--- src/rtl/hazard_scoreboard.sv ---
// Hazard/forwarding controller beside ID: operand forward selects, load-use and
// long-op scoreboard stalls. Define HAZARD_PERF_CNT_EN to build the stall perf counters.
module hazard_scoreboard #(
    parameter int NUM_RD_PORTS = 2,
    parameter int NUM_STAGES   = 3,
    parameter int MAX_LONG     = 4,
    parameter int SEL_W        = $clog2(NUM_STAGES + 1)
) (
    input  logic                          clk,
    input  logic                          rst_n,
    input  logic                          id_valid,
    input  logic                          id_hold,
    input  logic [5*NUM_RD_PORTS-1:0]     id_rs_addr,
    input  logic [NUM_RD_PORTS-1:0]       id_rs_used,
    input  logic [4:0]                    id_rd,
    input  logic                          id_reg_write,
    input  logic                          id_long_op,
    input  logic [5*NUM_STAGES-1:0]       stg_rd,
    input  logic [NUM_STAGES-1:0]         stg_reg_write,
    input  logic [NUM_STAGES-1:0]         stg_data_ok,
    input  logic                          lo_wb_valid,
    input  logic [4:0]                    lo_wb_rd,
    output logic [SEL_W*NUM_RD_PORTS-1:0] fwd_sel,
    output logic                          stall,
    output logic                          id_fire,
    output logic [31:0]                   busy_vec,
    output logic [4:0]                    long_cnt,
    output logic [31:0]                   perf_stall_lu,
    output logic [31:0]                   perf_stall_sb
);

    logic [31:0]             r_busy;
    logic [4:0]              r_long_cnt;
    logic [31:0]             w_busy_nxt;
    logic [NUM_RD_PORTS-1:0] w_port_lu;
    logic [NUM_RD_PORTS-1:0] w_port_sb;
    logic                    w_lu;
    logic                    w_sb;
    logic                    w_waw;
    logic                    w_full;
    logic                    w_stall;
    logic                    w_fire;
    logic                    w_set;
    logic                    w_inc;
    logic                    w_dec;

    for (genvar p = 0; p < NUM_RD_PORTS; p++) begin : g_port
        logic [4:0]       w_rs;
        logic             w_active;
        logic             w_hit;
        logic             w_ok;
        logic [SEL_W-1:0] w_sel;

        assign w_rs     = id_rs_addr[5*p +: 5];
        assign w_active = id_rs_used[p] & (w_rs != 5'd0);

        // Oldest-to-youngest scan: a younger match overwrites any older one.
        always_comb begin
            w_hit = 1'b0;
            w_ok  = 1'b0;
            w_sel = '0;
            for (int unsigned i = 0; i < NUM_STAGES; i++) begin
                if (stg_reg_write[NUM_STAGES-1-i] &&
                    stg_rd[5*(NUM_STAGES-1-i) +: 5] == w_rs) begin
                    w_hit = 1'b1;
                    w_ok  = stg_data_ok[NUM_STAGES-1-i];
                    w_sel = SEL_W'(NUM_STAGES - i);
                end
            end
        end

        assign w_port_lu[p] = w_active & w_hit & ~w_ok;
        assign w_port_sb[p] = w_active & ~w_hit & r_busy[w_rs];
        assign fwd_sel[SEL_W*p +: SEL_W] = (w_active & w_hit & w_ok) ? w_sel : '0;
    end

    assign w_lu    = |w_port_lu;
    assign w_waw   = id_reg_write & r_busy[id_rd];
    assign w_full  = id_long_op & (r_long_cnt == 5'(MAX_LONG));
    assign w_sb    = (|w_port_sb) | w_waw | w_full;
    assign w_stall = id_valid & (w_lu | w_sb);
    assign w_fire  = id_valid & ~w_stall & ~id_hold;

    assign w_set = w_fire & id_long_op & id_reg_write & (id_rd != 5'd0);
    assign w_inc = w_fire & id_long_op;
    assign w_dec = lo_wb_valid;

    // Clear applied first so a same-cycle set of the same register wins.
    always_comb begin
        w_busy_nxt = r_busy;
        if (lo_wb_valid) w_busy_nxt[lo_wb_rd] = 1'b0;
        if (w_set)       w_busy_nxt[id_rd]    = 1'b1;
        w_busy_nxt[0] = 1'b0;
    end

    always_ff @(posedge clk or negedge rst_n) begin
        if (!rst_n) begin
            r_busy     <= '0;
            r_long_cnt <= '0;
        end else begin
            r_busy <= w_busy_nxt;
            if (w_inc && !w_dec)
                r_long_cnt <= r_long_cnt + 5'd1;
            else if (!w_inc && w_dec && r_long_cnt != 5'd0)
                r_long_cnt <= r_long_cnt - 5'd1;
        end
    end

`ifdef HAZARD_PERF_CNT_EN
    logic [31:0] r_perf_lu;
    logic [31:0] r_perf_sb;

    always_ff @(posedge clk or negedge rst_n) begin
        if (!rst_n) begin
            r_perf_lu <= '0;
            r_perf_sb <= '0;
        end else begin
            if (w_stall && w_lu && r_perf_lu != '1)
                r_perf_lu <= r_perf_lu + 32'd1;
            if (w_stall && !w_lu && r_perf_sb != '1)
                r_perf_sb <= r_perf_sb + 32'd1;
        end
    end

    assign perf_stall_lu = r_perf_lu;
    assign perf_stall_sb = r_perf_sb;
`else
    assign perf_stall_lu = '0;
    assign perf_stall_sb = '0;
`endif

    assign stall    = w_stall;
    assign id_fire  = w_fire;
    assign busy_vec = r_busy;
    assign long_cnt = r_long_cnt;

endmodule

--- config.mk ---
export PLATFORM = sky130hd
export DESIGN_NAME = hazard_scoreboard
export DESIGN_NICKNAME = d
export VERILOG_FILES = /design/src/rtl/hazard_scoreboard.sv
export SDC_FILE = /design/constraint.sdc
export NUM_CORES = 1
export LEC_CHECK = 0
export ABC_AREA = 1
export CAP_MARGIN = 20
export CORE_MARGIN = 2
export CORE_UTILIZATION = 40
export CTS_BUF_LIST = sky130_fd_sc_hd__clkbuf_16
export DETAILED_ROUTE_END_ITERATION = 16
export PLACE_DENSITY = 0.74
export SYNTH_ARGS = -nofsm -noshare
export SYNTH_HDL_FRONTEND = slang
export SYNTH_SLANG_ARGS = --single-unit
export TNS_END_PERCENT = 5
--- constraint.sdc ---
create_clock -name clk -period 3.5 [get_ports clk]
set_input_delay 0.525 -clock clk [delete_from_list [all_inputs] [get_ports clk]]
set_output_delay 0.525 -clock clk [all_outputs]
set_load 0.02 [all_outputs]
==> run metrics <==
status=finished, final reports clean; CP most frequent cell=nand2_1; FFs w/ async S/R, synth=100%; prevailing post-synth register cell=dfrtp_1; Layout Cells excl Fill=980; internal power=1.06 mW; reg-to-reg slack, setup=0.76 ns; starting density of the core=40.9%; number of buffers created by CTS=5; Util after Layout=52.7%; routed wire length=13100 µm; Initial DRT Pass Iterations=6; sequential power share=30.6%; largest buffer count on any clock path=2; switching share of power=39.5%; # rows=37; hold path depth=1; Logic pwr share=45.2%; Cells after Synth=715; PwrDens=325 nW/µm²; Netlist cell types=33; Synthesis Warnings=0; mapped cell area=4180 µm²; die width=106 µm; DP Cell Count=973; clock transition at the registers of the reported paths=0.05 ns; syn avg cell area=5.85 µm²; synth top area cells=nand2_1 24%, dfrtp_1 22%, buf_4 12%, nand3_1 12%, inv_1 5.1%; port bufs=91; Final HPWL DP=10200 µm; worst reg2reg path depth=20; Worst Hold Path EP=long_cnt[0]$_DFFE_PN0P_; first-pass GRT wire length=21100 µm; Max Freq=0.306 GHz; layout cells sized above 1=10.5%; Final Instance Area=5390 µm²; final worst path period share=93.4%; highest net fanout along the worst path=5; HP Start=long_cnt[0]$_DFFE_PN0P_; Final Max Slew Viols=0; vias in the first global route=4382; Finish-stage setup viols=0; DRC violations left=0; Seq/Total Area, Yosys=21.5%; post-DR wirelength/cell=13.4 µm; Worst Hold Class=register to register; Max stage delay on crit path=0.47 ns; Final min period=3.27 ns; Die Area=11300 µm²; core area=10200 µm²; Sw Pwr=0.690 mW; critical path startpoint category=primary input; leakage power=2.86 nW; clock latency on the worst-skew pair=0.28 ns; Design Power=1.75 mW; Hold Violations, Final=0; antenna-violating nets left=0; all-layer global routing usage=23.2%; I/O pin count=157; RSZ-0062 raised after global routing=true; part of the power in the clock network=24.1%; initial antenna violation count=0; slowest CP cell=clkdlybuf4s50_1; routability cong.=0.954; hold_ws=0.548 ns; number of synthesized flops with an enable pin=0; crit end category=register; largest net degree at the start of global routing=37; GRT Residual Overflow=0; Starting DRT DRC Count=280; vias post-DR=4820; Worst Setup Path Type=primary input to register; number of diodes=0; TritonCTS clock tree=done; # nets final=898; Synth Register Bits=36; arrival time worst endpoint=3.49 ns; maximum vdd drop=0.000273 V; Synth top area share=23.5%; CTS Hold Buffers Added=0; die height=106 µm; Req. time, crit path=3.72 ns; total of max-cap violations=0; CTS Root Cell=clkbuf_16; clk_skew=0.00434 ns; Clock Sinks=36; critical-path cell list=clkdlybuf4s50_1, buf_4, nand2_1, nand2_1, inv_1, nand3_1, nor2_1, nand3_1, nand2_1, nand2_1, nand2_1, nand4_1, nor2_1, nand4_2, ha_1, inv_1, o21bai_1, a31oi_1, inv_1, o21ai_0, nand3_1, nand2_1; post-CTS setup buffers=0; reg2reg start=busy_vec[18]$_DFF_PN0_; DR vias/cell=4.92; CTS H-tree lvls=2; RR Endpoint=long_cnt[4]$_DFFE_PN0P_; post-placement cell area=5250 µm²; area leader, netlist=nand2_1; Area Growth Syn to Fin=28.8%
## worst max path at each step
stage,slack [ns],to,startpoint,cells past startpoint
6_report,0.23,long_cnt[4]$_DFFE_PN0P_,id_rs_addr[6],22
5_1_grt,-0.1,long_cnt[4]$_DFFE_PN0P_,id_rs_addr[6],22
4_1_cts,0.02,id_fire,id_rd[0],16
3_5_place_dp,-0.03,long_cnt[4]$_DFFE_PN0P_,id_rs_addr[6],22
3_3_place_gp,0.006,id_fire,id_rd[0],16
2_1_floorplan,0.71,long_cnt[4]$_DFFE_PN0P_,id_rs_addr[5],22
## per-stage QoR
| stage | setup TNS [ns] | worst slack [ns] |
|---|---|---|
| 2_1_floorplan | 0 | 0.715 |
| 3_3_place_gp | 0 | 0.00568 |
| 3_5_place_dp | -0.0309 | -0.0309 |
| 4_1_cts | 0 | 0.0207 |
| 5_1_grt | -0.0962 | -0.0962 |
| 6_report | 0 | 0.232 |
## metal layers
layer	GRT usage, %	vias up	part of all wire (%)
li1	-	2404	-
met1	30.9	2169	44
met2	38.3	218	46
met3	2.70	29	7.4
met4	8.83	0	2.6
met5	0	-	0
## cell usage in the layout (no fill, tap or decap), types with 2 or more instances in the layout
cell type	netlist	layout
a21oi_1	5	5
buf_4	68	51
clkbuf_16	0	5
clkdlybuf4s50_1	0	89
clkinv_1	1	3
conb_1	1	65
dfrtp_1	36	36
dlymetal6s2s_1	0	2
ha_1	3	3
inv_1	57	57
inv_2	10	10
nand2_1	262	262
nand2_2	10	10
nand3_1	97	96
nand3_2	3	4
nand4_1	4	4
nor2_1	55	55
nor2_2	3	3
nor3_1	10	10
o21ai_0	37	37
o21ai_1	22	22
xor2_1	3	3
## registers in the layout, summed over array words and instances (netlist names)
register,cells
busy_vec,31
long_cnt,5
## cell type report
type	count	area, µm²
fillers	1071	4840
flip-flops and latches	36	901
multi-input cells	590	2630
inverters	69	262
well taps	136	170
clock buffers	5	125
clock inverters	2	7.51
repair buffers	142	1300
## critical path, delay by kind of cell
kind            cells  cell delay [ns]
simple gates       13             1.33
compound gates      3             0.44
fa+ha+maj           1             0.34
buf+inv             5             0.87
## cells in the mapped netlist (3+ instances only)
cell type and count:
nor2_1 55, nand3_1 97, nand3_2 3, inv_2 10, nand4_1 4, nor3_1 10
dfrtp_1 36, nand2_2 10, inv_1 57, xor2_1 3, a21oi_1 5, nand2_1 262
buf_4 68, o21ai_0 37, buf_2 8, buf_6 8, ha_1 3, nor2_2 3
o21ai_1 22
## power by group through the flow
stage | clock network, mW | registers (mW) | logic, mW
after CTS | 0.421 | 0.535 | 0.791
after floorplan | 0 | 0.581 | 0.464
after global placement | 0 | 0.543 | 0.780
after global routing | 0.437 | 0.545 | 0.875
final | 0.422 | 0.536 | 0.792
after detailed placement | 0 | 0.542 | 0.786
## timing repair
| item | CTS | global route |
|---|---|---|
| resized for setup | 0 | 3 |
| setup endpoints to repair | 0 | 5 |
| hold endpoints to repair | 0 | 0 |
## kinds of logic (layout without fill, tap and decap cells)
logic type,Yosys count,in the layout,share of synthesized area [%]
compound gates,69,69,8.55
xor+xnor,4,4,0.837
fa+ha+maj,4,4,1.38
buf+inv,153,218,21.6
flops,36,36,21.5
other cells,1,65,0.0896
simple gates,448,448,46.1
Power figures use the tool's default switching activity.
